### src/rtl/cep_noc_deserializer.sv
// Assembles one NoC packet into a CEP field set; pkg_val rises the cycle after the last flit.
// Input stalls (noc_in_rdy=0) only in OUT, which lasts until the encoder takes the field set.
module cep_noc_deserializer #(
    parameter int REQ_CHANNEL    = 0,
    parameter int CEP_WORD_WIDTH = 64
) (
    input  logic                        clk,
    input  logic                        rst,
    input  logic                        noc_in_val,
    input  logic [CEP_WORD_WIDTH-1:0]   noc_in_data,
    output logic                        noc_in_rdy,
    output logic                        pkg_val,
    input  logic                        pkg_rdy,
    output logic                        is_request,
    output logic [0:0]                  last_subline,
    output logic [1:0]                  subline_id,
    output logic [1:0]                  mesi,
    output logic [7:0]                  mshrid,
    output logic [7:0]                  msg_type,
    output logic [7:0]                  length,
    output logic [2:0]                  data_size,
    output logic [0:0]                  cache_type,
    output logic [47:0]                 addr,
    output logic [13:0]                 src_chipid,
    output logic [7*CEP_WORD_WIDTH-1:0] data,
    output logic                        overflow_err
);

    localparam bit         IS_REQ = (REQ_CHANNEL != 0);
    localparam logic [2:0] CAP    = IS_REQ ? 3'd5 : 3'd7;

    typedef enum logic [2:0] {
        HDR0    = 3'd0,
        HDR1    = 3'd1,
        HDR2    = 3'd2,
        PAYLOAD = 3'd3,
        DRAIN   = 3'd4,
        OUT     = 3'd5
    } state_t;

    state_t                      r_state;
    logic [7:0]                  r_rem;
    logic [2:0]                  r_widx;
    logic [0:0]                  r_last_subline;
    logic [1:0]                  r_subline_id;
    logic [1:0]                  r_mesi;
    logic [7:0]                  r_mshrid;
    logic [7:0]                  r_msg_type;
    logic [7:0]                  r_length;
    logic [2:0]                  r_data_size;
    logic [0:0]                  r_cache_type;
    logic [47:0]                 r_addr;
    logic [13:0]                 r_src_chipid;
    logic [7*CEP_WORD_WIDTH-1:0] r_data;
    logic                        r_overflow_err;

    logic       w_accept;
    logic [7:0] w_len;
    logic [7:0] w_rem_dec;
    logic [2:0] w_widx_inc;

    assign noc_in_rdy = (r_state != OUT);
    assign pkg_val    = (r_state == OUT);
    assign w_accept   = noc_in_val & noc_in_rdy;
    assign w_len      = noc_in_data[29:22];
    assign w_rem_dec  = r_rem - 8'd1;
    assign w_widx_inc = r_widx + 3'd1;

    always_ff @(posedge clk or posedge rst) begin
        if (rst) begin
            r_state        <= HDR0;
            r_rem          <= '0;
            r_widx         <= '0;
            r_last_subline <= '0;
            r_subline_id   <= '0;
            r_mesi         <= '0;
            r_mshrid       <= '0;
            r_msg_type     <= '0;
            r_length       <= '0;
            r_data_size    <= '0;
            r_cache_type   <= '0;
            r_addr         <= '0;
            r_src_chipid   <= '0;
            r_data         <= '0;
            r_overflow_err <= 1'b0;
        end else begin
            r_overflow_err <= 1'b0;
            case (r_state)
                HDR0: begin
                    if (w_accept) begin
                        r_length     <= w_len;
                        r_msg_type   <= noc_in_data[21:14];
                        r_mshrid     <= noc_in_data[13:6];
                        r_addr       <= '0;
                        r_cache_type <= '0;
                        r_src_chipid <= '0;
                        r_data_size  <= '0;
                        r_data       <= '0;
                        r_rem        <= w_len;
                        r_widx       <= '0;
                        if (IS_REQ) begin
                            r_mesi         <= '0;
                            r_last_subline <= '0;
                            r_subline_id   <= '0;
                            if (w_len != 8'd0) begin
                                r_state <= HDR1;
                            end else begin
                                r_state        <= OUT;
                                r_overflow_err <= 1'b1;
                            end
                        end else begin
                            r_mesi         <= noc_in_data[5:4];
                            r_last_subline <= noc_in_data[3:3];
                            r_subline_id   <= noc_in_data[2:1];
                            r_state        <= (w_len != 8'd0) ? PAYLOAD : OUT;
                        end
                    end
                end
                HDR1: begin
                    if (w_accept) begin
                        r_addr       <= noc_in_data[63:16];
                        r_cache_type <= noc_in_data[0:0];
                        r_rem        <= w_rem_dec;
                        if (w_rem_dec != 8'd0) begin
                            r_state <= HDR2;
                        end else begin
                            // Header cut short before the chip-id flit.
                            r_state        <= OUT;
                            r_overflow_err <= 1'b1;
                        end
                    end
                end
                HDR2: begin
                    if (w_accept) begin
                        r_src_chipid <= noc_in_data[63:50];
                        r_data_size  <= noc_in_data[15:13];
                        r_rem        <= w_rem_dec;
                        r_state      <= (w_rem_dec != 8'd0) ? PAYLOAD : OUT;
                    end
                end
                PAYLOAD: begin
                    if (w_accept) begin
                        for (int i = 0; i < 7; i++) begin
                            if (r_widx == 3'(i)) begin
                                r_data[i*CEP_WORD_WIDTH +: CEP_WORD_WIDTH] <= noc_in_data;
                            end
                        end
                        r_widx <= w_widx_inc;
                        r_rem  <= w_rem_dec;
                        if (w_rem_dec == 8'd0) begin
                            r_state <= OUT;
                        end else if (w_widx_inc == CAP) begin
                            r_state        <= DRAIN;
                            r_overflow_err <= 1'b1;
                        end
                    end
                end
                DRAIN: begin
                    if (w_accept) begin
                        r_rem <= w_rem_dec;
                        if (w_rem_dec == 8'd0) begin
                            r_state <= OUT;
                        end
                    end
                end
                OUT: begin
                    if (pkg_rdy) begin
                        r_state <= HDR0;
                    end
                end
                default: r_state <= HDR0;
            endcase
        end
    end

    assign is_request   = IS_REQ;
    assign last_subline = r_last_subline;
    assign subline_id   = r_subline_id;
    assign mesi         = r_mesi;
    assign mshrid       = r_mshrid;
    assign msg_type     = r_msg_type;
    assign length       = r_length;
    assign data_size    = r_data_size;
    assign cache_type   = r_cache_type;
    assign addr         = r_addr;
    assign src_chipid   = r_src_chipid;
    assign data         = r_data;
    assign overflow_err = r_overflow_err;

endmodule
### config.mk
export PLATFORM = sky130hd
export DESIGN_NAME = cep_noc_deserializer
export DESIGN_NICKNAME = d
export VERILOG_FILES = /design/src/rtl/cep_noc_deserializer.sv
export SDC_FILE = /design/constraint.sdc
export NUM_CORES = 1
export LEC_CHECK = 0
export ABC_AREA = 1
export ABC_CLOCK_PERIOD_IN_PS = 35200
export CAP_MARGIN = 10
export CORE_AREA = 3 3 240 242
export DETAILED_ROUTE_END_ITERATION = 7
export DIE_AREA = 0 0 243 245
export GPL_TIMING_DRIVEN = 0
export HOLD_SLACK_MARGIN = 0.12
export PLACE_DENSITY = 0.66
export SLEW_MARGIN = 20
export SYNTH_ARGS = -nofsm -noshare
export SYNTH_HDL_FRONTEND = slang
export SYNTH_SLANG_ARGS = --single-unit
### constraint.sdc
create_clock -name clk -period 35.2 [get_ports clk]
set_input_delay 10.56 -clock clk [delete_from_list [all_inputs] [get_ports clk]]
set_output_delay 10.56 -clock clk [all_outputs]
set_load 0.01 [all_outputs]
[Word level (Yosys, flattened, before mapping)]
Index checks and enable logic that the tools add are counted.
Widths: inputs -> output; s select.
Word-level totals
  bits in registers: 558
  input bits: 68
  output and inout port bits: 547
  logic and storage cells: 122
Operators by class
  $add $sub $neg: 2
  eq/ne operators: 29
  mux-type cells: 46
  bitwise logic cells: 1
  reduce and logical (&&, ||, !) cells: 23
Operator list (number)
  $mux 448: 2
  $pmux 448 s2: 1
  $mux 64: 7
  $mux 48: 2
  $pmux 48 s2: 1
  $mux 3: 15
  $mux 14: 2
  $pmux 14 s2: 1
  $reduce_and 4->1: 7
  $ne 2x2->1 const B: 13
  $eq 3x3->1 const B: 6
  $pmux 3 s6: 1
  $mux 8: 2
  $pmux 8 s2: 1
  $reduce_bool 8->1: 2
  $eq 3x2->1 const B: 4
  $pmux 3 s2: 2
  $reduce_and 3->1: 4
  $logic_not 8->1: 1
  $reduce_and 8->1: 1
  $reduce_bool 2->1: 4
  $sub 8x1->8 const B: 1
  $mux 1: 7
  $eq 3x1->1 const B: 2
  8 further kinds: 12

[Logic depth before layout (Yosys ltp)]
Gate-level depths: netlist of run 1.
  depth after elaboration: 6
  gate-level depth with buffers: 14
  mapped depth without buffers: 13

[Least setup slack after synthesis of run 1]
Ideal clock, no wire load.
  path type: input-to-reg
  start: input noc_in_val
  end: register r_addr[0], in the netlist addr[0]
  library setup time: 0.130 ns
  arrival time: 11.411 ns
  required time: 35.070 ns
  setup slack: 23.658 ns
  stages: 6
  cells stage by stage: inv_1 -> nor2_1 -> nand3_1 -> clkbuf_1 -> clkbuf_1 -> o21ai_1
Between the ends
  word-level cells in the longest chain between the ends: 3
  elaborated cells between the ends (all ways): 4
  those cells by class: 2 x eq/ne; 1 x bitwise; 1 x reduce/logical
Ends and longest elaborated chain
  start, declared: line 9  | input logic noc_in_val,
  $and 1x1->1 (*): line 64  | assign w_accept = noc_in_val & noc_in_rdy;
  $ne 2x2->1 (no line)
  $reduce_and 3->1 (no line) (*)
  end signal, assigned: line 121  | r_addr <= noc_in_data[63:16];
  end, declared: line 52  | logic [47:0] r_addr;
Every way passes the cells marked *; elsewhere a longest branch is shown, timed or not.
A chain may end at the register's enable or synchronous reset.

[Final worst setup path of run 1]
  start: register r_state[1]
  end: output noc_in_rdy
Between the ends
  word-level cells in the longest chain between the ends: 1
Ends and longest elaborated chain
  start, declared: line 41  | state_t r_state;
  start signal, assigned: line 115  | r_state <= (w_len != 8'd0) ? PAYLOAD : OUT;
  start signal, assigned: line 138  | r_state <= (w_rem_dec != 8'd0) ? PAYLOAD : OUT;
  $ne 3x3->1: line 62  | assign noc_in_rdy = (r_state != OUT);
  end, declared: line 11  | output logic noc_in_rdy,
Every way passes these cells.

==> impl_metrics.csv, run 1 <==
group,metric,value,unit
status,outcome,"finished clean",
clocking,cts_tree,"yes",
sta,whs,0.4831,ns
synthesis,ys_seq_area_share,66.13,%
synthesis,synth_area,21120,µm²
synthesis,syn-instance-count,2100,
worst_setup_path,crit_chain,"buf_4 > inv_2 > nand2_1 > nor2_2 > inv_2 > clkdlybuf4s50_1",
worst_setup_path,r2r_end,"data[397]$_DFFE_PP0P_",
finish,final_core_util,54.87,%
die,core,55310,µm²
global_route,grt_pass1_vias,18690,
worst_setup_path,cp-start-kind,"register",
worst_setup_path,required,24.64,ns
global_route,grt_overflow,0,
clocking,ctsResizeCount,0,
finish,layout_common_cells,"clkdlybuf4s50_1, dfrtp_1, nand2_1",
synthesis,synth_nets,2176,
finish,syn2layout_area_growth,43.73,%
global_route,grt_max_degree,95,
worst_setup_path,cp-end-kind,"output pin",
die,die_h,245,µm
drt,wl_per_cell,23.10,µm
clocking,clock-root-buffer,"clkbuf_16",
clocking,clock_sinks,558,
synthesis,synth_cell_types,27,
synthesis,synth_edf_count,0,
drt,initialDrtViolationCount,1366,
die,die_area,59540,µm²
worst_setup_path,crit_path_start,"r_state[1]$_DFFE_PP0P_",
pwr,cellLeakagePower,13.37,nW
global_route,grt_pass1_wl,121900,µm
worst_setup_path,cp.arrival,2.08,ns
synthesis,ys.flop_type,"dfrtp_1",
clocking,clk_latency,0.61,ns
global_route,grtUsageMet1,33.29,%
worst_setup_path,reg2reg_slack,32.72,ns
global_route,busiest_layer,"met2",
worst_setup_path,crit_end,"noc_in_rdy",
worst_setup_path,crit_path_frequent_cell,"inv_2",
clocking,cts.path.max_buffers,3,
job,cap_violations,0,
worst_hold_path,hp-start,"mshrid[1]$_DFFE_PP0P_",
placement,portBuffers,613,
sta,finClkSkew,0.02010,ns
drt,vias,18520,
global_route,grt.met2_usage,45.73,%
synthesis,ys_warn_count,0,
sta,hold_viol_final,0,
global_route,gr-usage-all-layers,27.18,%
pwr,vdd_drop_max,0.06160,mV
worst_setup_path,r2r_start,"r_state[1]$_DFFE_PP0P_",
sta,min_period_over_period,35.92,%
sta,min_period,12.64,ns
worst_setup_path,crit_buf_inv,4,
synthesis,ys_ff_latch,558,
sta,maxSlewViolCount,0,
drt,drc,0,
clocking,cts_setup_buffers,0,
die,io_pins,615,
worst_setup_path,critPathMaxFanout,8,
worst_setup_path,reg2regPathDepth,8,
global_route,use_met3,7.669,%
finish,final_common_cell,"clkdlybuf4s50_1",
worst_setup_path,critPathMaxStageDelay,0.61,ns
synthesis,ys_async_sr_fraction,100.0,%
synthesis,syn_avg_cell_area,10.05,µm²
finish,fill_cells,4931,
drt,avgViaCountPerCell,5.182,
worst_hold_path,worstHoldPathType,"register to register",
worst_setup_path,crit_type,"register to output pin",
finish,seqCellArea,13960,µm²
finish,layout.nets,2855,
pwr,power.density,109.9,nW/µm²
finish,multiInputGateArea,5796,µm²
clocking,clk_pin_slew,0.06,ns
die,start_util,38.18,%
worst_setup_path,path_depth,6,
clocking,cts_buffers,58,
sta,fin_tns_setup,0,ns
clocking,h-tree-depth,2,
worst_setup_path,crit_family,"buffers and inverters",
global_route,grt_antenna_before_repair,5,
worst_setup_path,critPathSlowestCell,"clkdlybuf4s50_1",
placement,gp_congestion,0.9082,
sta,max_freq,79.09,MHz
sta,rsz0062_at_grt,"no",
drt,wl,82590,µm
drt,ant_nets,0,
finish,drive_above_1_share,7.820,%
die,die_x,243,µm
die,rows,86,
clocking,hold_buffers,0,
sta,worstMarginPinSlew,0.9174,ns
sta,max-slew-margin-rel,38.84,%
sta,setup_viol,0,
placement,dp_hpwl,60900,µm
drt,firstDrtPassIters,6,
[through the flow]
| step | area (µm²) | power (mW) | instances | worst slack [ns] |
|---|---|---|---|---|
| floorplan | 21120 | 1.740 | 2100 | 9.036 |
| global placement | 28190 | 2.674 | 3461 | 3.091 |
| detailed placement | 28360 | 2.705 | 3467 | 22.02 |
| CTS | 30350 | 3.351 | 3574 | 22.47 |
| global route | 30350 | 3.515 | 3575 | 22.43 |
| finish | 30350 | 3.336 | 3575 | 22.56 |
[per-layer routing]
layer / wire length, µm / vias up / share of wire, %
li1: - / 8209 / -
met1: 31810 / 9360 / 39
met2: 40230 / 772 / 49
met3: 7040 / 177 / 8.5
met4: 3460 / 6 / 4.2
met5: 45 / - / 0.054
[synth_stat cells (4+ instances only)]
| library cell | instances | area share (%) |
|---|---|---|
| dfrtp_1 | 558 | 66 |
| nand2_1 | 550 | 9.8 |
| o21ai_0 | 448 | 11 |
| o21ai_1 | 172 | 4.1 |
| inv_1 | 119 | 2.1 |
| nor2_1 | 58 | 1.0 |
| buf_4 | 47 | 1.7 |
| buf_2 | 35 | 0.83 |
| clkbuf_1 | 31 | 0.55 |
| buf_6 | 21 | 1.1 |
| nand3_1 | 12 | 0.28 |
| ha_1 | 8 | 0.47 |
| o211ai_1 | 7 | 0.25 |
| inv_2 | 6 | 0.11 |
| o22ai_1 | 5 | 0.15 |
| nand4_1 | 4 | 0.12 |
[worst min-delay path by stage]
stage,end,depth (start not counted),slack [ns]
floorplan,r_rem[6]$_DFFE_PP0P_,2,0.50
finish,mshrid[1]$_DFFE_PP0P_,2,0.48
global placement,data[82]$_DFFE_PP0P_,2,0.47
detailed placement,data[98]$_DFFE_PP0P_,2,0.47
CTS,data[98]$_DFFE_PP0P_,2,0.49
global route,data[98]$_DFFE_PP0P_,2,0.50
[registers in the layout, indices dropped and copies added (netlist names), 3 cells and up]
signal	flops
r_state	3
addr	48
src_chipid	14
msg_type	8
length	8
data_size	3
r_widx	3
mshrid	8
r_rem	8
data	448
[area by class of cell]
type,count,area share (%)
sequential,558,46.01
timing repair buffer,619,20.76
multi-input combinational,1282,19.10
clock buffer,93,5.986
tap,748,3.084
buffer,134,2.902
inverter,126,1.591
clock inverter,14,0.5566
antenna,1,0.008246
[worst register-to-register path: stages, from the launching register on]
cell	delay (ns)
dfrtp_1	0.32
buf_4	0.19
inv_2	0.06
nor2_1	0.17
nand2_2	0.19
inv_2	0.13
clkbuf_1	0.64
nand2_1	0.42
o21ai_0	0.27
[where the power goes]
group | total [mW] | internal [mW] | switching [mW]
clock network | 0.635 | 0.375 | 0.260
registers | 1.15 | 0.952 | 0.200
logic | 1.55 | 0.723 | 0.826
[cells by family after synthesis]
| family | Yosys count | synth area share, % |
|---|---|---|
| flops | 558 | 66.13 |
| buf+inv | 260 | 6.423 |
| compound gates | 635 | 15.18 |
| fa+ha+maj | 8 | 0.4741 |
| other cells | 1 | 0.01776 |
| mux | 3 | 0.1600 |
| simple gates | 635 | 11.61 |
No activity file was read; power rests on OpenSTA's default activity.
==> inputs of run 2 (changes only) <==
--- a/config.mk
+++ b/config.mk
@@ -6,11 +6,11 @@
 export NUM_CORES = 1
 export LEC_CHECK = 0
 export ABC_AREA = 1
-export ABC_CLOCK_PERIOD_IN_PS = 35200
+export ABC_CLOCK_PERIOD_IN_PS = 12650
 export CAP_MARGIN = 10
-export CORE_AREA = 3 3 240 242
+export CORE_AREA = 3 3 241 243
 export DETAILED_ROUTE_END_ITERATION = 7
-export DIE_AREA = 0 0 243 245
+export DIE_AREA = 0 0 244 246
 export GPL_TIMING_DRIVEN = 0
 export HOLD_SLACK_MARGIN = 0.12
 export PLACE_DENSITY = 0.66
==> constraint.sdc (replaced) <==
create_clock -name clk -period 12.65 [get_ports clk]
set_input_delay 3.795 -clock clk [delete_from_list [all_inputs] [get_ports clk]]
set_output_delay 3.795 -clock clk [all_outputs]
set_load 0.01 [all_outputs]
==> impl_metrics.csv, run 2 (synthesis results as in run 1) <==
group,metric,value,unit
status,outcome,"finished clean",
finish,syn2layout_area_growth,44.45,%
pwr,cellLeakagePower,13.44,nW
placement,dpl-instance-area,28560,µm²
clocking,hold_buffers,0,
finish,drive_above_1_share,8.148,%
placement,portBuffers,613,
worst_setup_path,crit_type,"register to output pin",
drt,ant_nets,0,
worst_setup_path,critPathMaxStageDelay,0.67,ns
drt,wl_per_cell,22.84,µm
clocking,clk_pin_slew,0.06,ns
die,die_area,60020,µm²
pwr,vdd_drop_max,0.1753,mV
sta,min_period,5.886,ns
finish,fill_cells,4973,
die,die_x,244,µm
worst_setup_path,critPathSlowestCell,"clkdlybuf4s50_1",
sta,max-slew-margin-rel,39.43,%
pwr,clkPwrFrac,18.6,%
pwr,p_int,5.673,mW
finish,largest_register_ffs,448,
drt,wl,82160,µm
clocking,h-tree-depth,2,
worst_setup_path,crit_chain,"buf_4 > inv_2 > nand2_1 > nor2_2 > clkdlybuf4s50_1",
job,cap_violations,0,
clocking,clk_latency,0.60,ns
drt,drc,0,
sta,fin_tns_setup,0,ns
clocking,cts.path.max_buffers,3,
die,io_pins,615,
drt,firstDrtPassIters,5,
finish,fin_area,30500,µm²
global_route,grt_antenna_before_repair,9,
pwr,switchingPower,3.555,mW
pwr,power.density,302.6,nW/µm²
global_route,grt.met2_usage,44.54,%
global_route,grt_overflow,0,
worst_hold_path,worstHoldPathType,"register to register",
finish,layout.nets,2867,
die,rows,87,
die,core,56170,µm²
pwr,finalPower,9.229,mW
global_route,gr-usage-all-layers,26.81,%
die,die_h,246,µm
finish,layout_common_cells,"clkdlybuf4s50_1, dfrtp_1, nand2_1",
worst_setup_path,cp.arrival,2.09,ns
clocking,cts_tree,"yes",
finish,finalNonFillerCells,3598,
drt,avgViaCountPerCell,5.122,
placement,dp_hpwl,60940,µm
drt,vias,18430,
global_route,grt_max_degree,37,
pwr,sw_frac_of_total,38.53,%
sta,min_period_over_period,46.53,%
global_route,grt_pass1_vias,18620,
clocking,ctsResizeCount,0,
sta,hold_viol_final,0,
sta,whs,0.4831,ns
sta,worstMarginPinSlew,0.9086,ns
worst_setup_path,cp-start-kind,"register",
clocking,cts_buffers,58,
clocking,cts_setup_buffers,0,
finish,final_common_cell,"clkdlybuf4s50_1",
global_route,busiest_layer,"met2",
sta,max_freq,169.9,MHz
global_route,grt_pass1_wl,121300,µm
placement,placed_cells_incl_taps,3487,
die,start_util,37.59,%
global_route,use_met3,7.151,%
worst_setup_path,cp-end-kind,"output pin",
pwr,pwr-share-comb,46.6,%
drt,initialDrtViolationCount,1263,
clocking,clock-root-buffer,"clkbuf_16",
clocking,clock_sinks,558,
pwr,seqPwrFrac,34.8,%
sta,rsz0062_at_grt,"no",
placement,gp_congestion,0.8878,
sta,finClkSkew,0.01162,ns
worst_setup_path,required,8.85,ns
worst_setup_path,critPathMaxFanout,8,
global_route,grtUsageMet1,33.52,%
sta,maxSlewViolCount,0,
sta,setup_viol,0,
==> run 2: cell types whose count changed in the layout (fill, tap and decap cells not counted), sizes merged <==
cell,previous run,this run
buf,109,121
diode,1,7
clkbuf,124,121
clkinv,6,8
inv,129,127
bufinv,3,2
clkinvlp,2,3
==> run 2: metal layers <==
metal / up-vias / routed length, µm / part of all wire [%]
met5: - / 32 / 0.039
met4: 4 / 3175 / 3.9
met3: 161 / 6767 / 8.2
met2: 796 / 39820 / 48
met1: 9237 / 32370 / 39
li1: 8232 / - / -
==> run 2: final timing paths <==
check | cells after the start | slack (ns) | to | from
worst max-delay path | 5 | 6.76 | pkg_val | r_state[1]$_DFFE_PP0P_
worst max register to register | 8 | 10.05 | data[392]$_DFFE_PP0P_ | r_state[1]$_DFFE_PP0P_
worst min-delay path | 2 | 0.48 | data[258]$_DFFE_PP0P_ | data[258]$_DFFE_PP0P_
max in group asynchronous | 7 | 7.42 | data[210]$_DFFE_PP0P_ | rst
worst min register to register | 2 | 0.48 | data[258]$_DFFE_PP0P_ | data[258]$_DFFE_PP0P_
min in group asynchronous | 2 | 3.66 | data[242]$_DFFE_PP0P_ | rst
==> run 2: through the flow <==
stage	setup WS (ns)	util (%)
floorplan	1.259	-
global placement	-2.027	50.21
detailed placement	6.274	50.85
CTS	6.726	54.27
global route	6.692	54.29
finish	6.764	54.30
==> run 2: critical path, delay by kind of cell, from the launching register on <==
kind / cells / cell delay (ns)
buffers and inverters: 3 / 0.94
DFF: 1 / 0.37
and+or+nand+nor: 2 / 0.18
==> run 2: final cells by class <==
type	count	area, µm²	share of cell area [%]
repair buffers	631	6496	21.30
flip-flops and latches	558	13960	45.78
well taps	756	945.9	3.101
multi-input cells	1282	5796	19.00
plain buffers	134	880.8	2.888
diodes	7	17.52	0.05743
clock buffers	90	1785	5.854
inverters	126	479.2	1.571
clock inverters	14	136.4	0.4471
==> run 2: power groups by stage <==
stage	Clock, mW	Combinational (mW)	Sequential, mW
after floorplan	0	1.33	3.51
after global placement	0	4.25	3.19
after detailed placement	0	4.32	3.20
after CTS	1.75	4.34	3.19
after global routing	1.83	4.61	3.29
final	1.72	4.30	3.21
==> inputs of run 3 (changes only) <==
--- a/config.mk
+++ b/config.mk
@@ -6,14 +6,14 @@
 export NUM_CORES = 1
 export LEC_CHECK = 0
 export ABC_AREA = 1
-export ABC_CLOCK_PERIOD_IN_PS = 12650
+export ABC_CLOCK_PERIOD_IN_PS = 5100
 export CAP_MARGIN = 10
-export CORE_AREA = 3 3 241 243
+export CORE_AREA = 3 3 240 242
 export DETAILED_ROUTE_END_ITERATION = 7
-export DIE_AREA = 0 0 244 246
+export DIE_AREA = 0 0 243 245
 export GPL_TIMING_DRIVEN = 0
 export HOLD_SLACK_MARGIN = 0.12
-export PLACE_DENSITY = 0.66
+export PLACE_DENSITY = 0.69
 export SLEW_MARGIN = 20
 export SYNTH_ARGS = -nofsm -noshare
 export SYNTH_HDL_FRONTEND = slang
==> constraint.sdc (replaced) <==
create_clock -name clk -period 5.1 [get_ports clk]
set_input_delay 1.53 -clock clk [delete_from_list [all_inputs] [get_ports clk]]
set_output_delay 1.53 -clock clk [all_outputs]
set_load 0.01 [all_outputs]
==> impl_metrics.csv, run 3 (synthesis results as in run 1) <==
group,metric,value,unit
sta,whs,0.4842,ns
global_route,grt_pass1_wl,123000,µm
pwr,p_int,14.13,mW
global_route,grt_pass1_vias,19320,
sta,setup_viol,0,
clocking,ctsResizeCount,0,
sta,maxSlewViolCount,0,
finish,seqCellArea,13960,µm²
finish,layout_common_cells,"clkdlybuf4s50_1, dfrtp_1, nand2_1",
clocking,h-tree-depth,2,
clocking,cts.path.max_buffers,3,
sta,min_period_over_period,72.55,%
worst_setup_path,required,3.57,ns
pwr,clkPwrFrac,18.9,%
sta,max_freq,270.2,MHz
clocking,hold_buffers,0,
die,start_util,38.18,%
pwr,cellLeakagePower,13.48,nW
placement,placed_cells_incl_taps,3480,
global_route,grt_overflow,0,
worst_setup_path,r2r_end,"data[390]$_DFFE_PP0P_",
die,die_x,243,µm
drt,ant_nets,0,
drt,drc,0,
sta,max-slew-margin-rel,39.44,%
worst_setup_path,reg2regPathDepth,8,
die,core,55310,µm²
finish,syn2layout_area_growth,44.80,%
pwr,vdd_drop_max,0.3920,mV
global_route,grt_max_degree,36,
die,die_h,245,µm
placement,portBuffers,613,
placement,gp_congestion,0.9046,
worst_setup_path,cp-end-kind,"output pin",
worst_hold_path,hold_end,"data[415]$_DFFE_PP0P_",
drt,firstDrtPassIters,5,
job,cap_violations,0,
drt,wl,83140,µm
finish,multiInputGateArea,5796,µm²
worst_hold_path,worstHoldPathType,"register to register",
worst_setup_path,r2r_start,"r_state[1]$_DFFE_PP0P_",
drt,wl_per_cell,23.15,µm
finish,drive_above_1_share,8.316,%
worst_setup_path,cp-start-kind,"register",
pwr,switchingPower,8.906,mW
pwr,power.density,753.4,nW/µm²
pwr,sw_frac_of_total,38.66,%
sta,rsz0062_at_grt,"no",
worst_setup_path,crit_chain,"buf_4 > inv_2 > nand2_1 > nor2_2 > clkdlybuf4s50_1",
worst_setup_path,critPathMaxStageDelay,0.72,ns
sta,fin_tns_setup,0,ns
finish,largest_register_ffs,448,
status,outcome,"finished clean",
drt,vias,18720,
worst_setup_path,crit_buf_inv,3,
finish,finalNonFillerCells,3591,
worst_hold_path,holdPathStages,2,
drt,avgViaCountPerCell,5.213,
worst_setup_path,crit_family,"buffers and inverters",
pwr,seqPwrFrac,34.5,%
sta,worstMarginPinSlew,0.9084,ns
drt,initialDrtViolationCount,1134,
sta,finClkSkew,0.01840,ns
clocking,cts_setup_buffers,0,
clocking,cts_tree,"yes",
clocking,clk_pin_slew,0.07,ns
global_route,gr-usage-all-layers,27.31,%
sta,hold_viol_final,0,
finish,fin_area,30580,µm²
clocking,clock_sinks,558,
die,io_pins,615,
die,die_area,59540,µm²
clocking,cts_buffers,58,
finish,fill_cells,4877,
worst_setup_path,critPathMaxFanout,8,
worst_setup_path,reg2reg_slack,2.55,ns
global_route,grt_antenna_before_repair,11,
placement,dp_hpwl,61540,µm
worst_setup_path,crit_type,"register to output pin",
die,rows,86,
placement,dpl-instance-area,28600,µm²
worst_setup_path,cp.arrival,2.17,ns
sta,min_period,3.700,ns
pwr,pwr-share-comb,46.6,%
clocking,clk_latency,0.61,ns
clocking,clock-root-buffer,"clkbuf_16",
worst_setup_path,critPathSlowestCell,"clkdlybuf4s50_1",
finish,final_common_cell,"clkdlybuf4s50_1",
finish,layout.nets,2868,
worst_hold_path,hp-start,"data[415]$_DFFE_PP0P_",
[run 3: worst max-delay path by stage]
stage / cells after the start / startpoint / slack, ns / endpoint
6_report: 5 / r_state[1]$_DFFE_PP0P_ / 1.40 / pkg_val
5_1_grt: 5 / r_state[1]$_DFFE_PP0P_ / 1.29 / pkg_val
2_1_floorplan: 1 / rst / -4.03 / addr[0]$_DFFE_PP0P_
3_3_place_gp: 2 / rst / -7.22 / data[144]$_DFFE_PP0P_
4_1_cts: 5 / r_state[1]$_DFFE_PP0P_ / 1.32 / pkg_val
3_5_place_dp: 8 / noc_in_val / 1.08 / addr[2]$_DFFE_PP0P_
[run 3: routing by layer]
layer,wire length [µm],vias to the layer above,part of all wire [%],global-route usage [%]
met5,57,-,0.069,0
met4,3924,8,4.7,12.34
met2,40680,843,49,46.33
li1,-,8244,-,-
met3,7401,195,8.9,7.865
met1,31070,9431,37,32.31
[run 3: final cells by class]
type	instances	area share (%)
clock inverters	18	0.6015
repair buffers	632	21.41
inverters	126	1.567
clock buffers	88	5.815
diodes	5	0.04092
well taps	748	3.061
multi-input cells	1282	18.95
flip-flops and latches	558	45.67
plain buffers	134	2.881
[run 3: power by group through the flow]
stage | logic (mW) | registers, mW | clock network, mW
floorplan | 3.30 | 8.71 | 0
global placement | 10.5 | 7.89 | 0
detailed placement | 10.7 | 7.94 | 0
CTS | 10.8 | 7.92 | 4.41
global route | 11.5 | 8.16 | 4.60
finish | 10.7 | 7.95 | 4.36
[run 3: worst min-delay path: cells and delay by family (launching register included)]
| kind | cells | cell delay (ns) |
|---|---|---|
| flops | 1 | 0.34 |
| simple gates | 1 | 0.05 |
| compound gates | 1 | 0.06 |
[run 3: metrics by stage]
stage	power (mW)	util (%)	setup slack, ns
6_report	23.04	55.28	1.400
2_1_floorplan	12.01	-	-4.026
5_1_grt	24.25	55.28	1.290
3_3_place_gp	18.41	50.97	-7.220
3_5_place_dp	18.68	51.71	1.077
4_1_cts	23.12	55.26	1.325
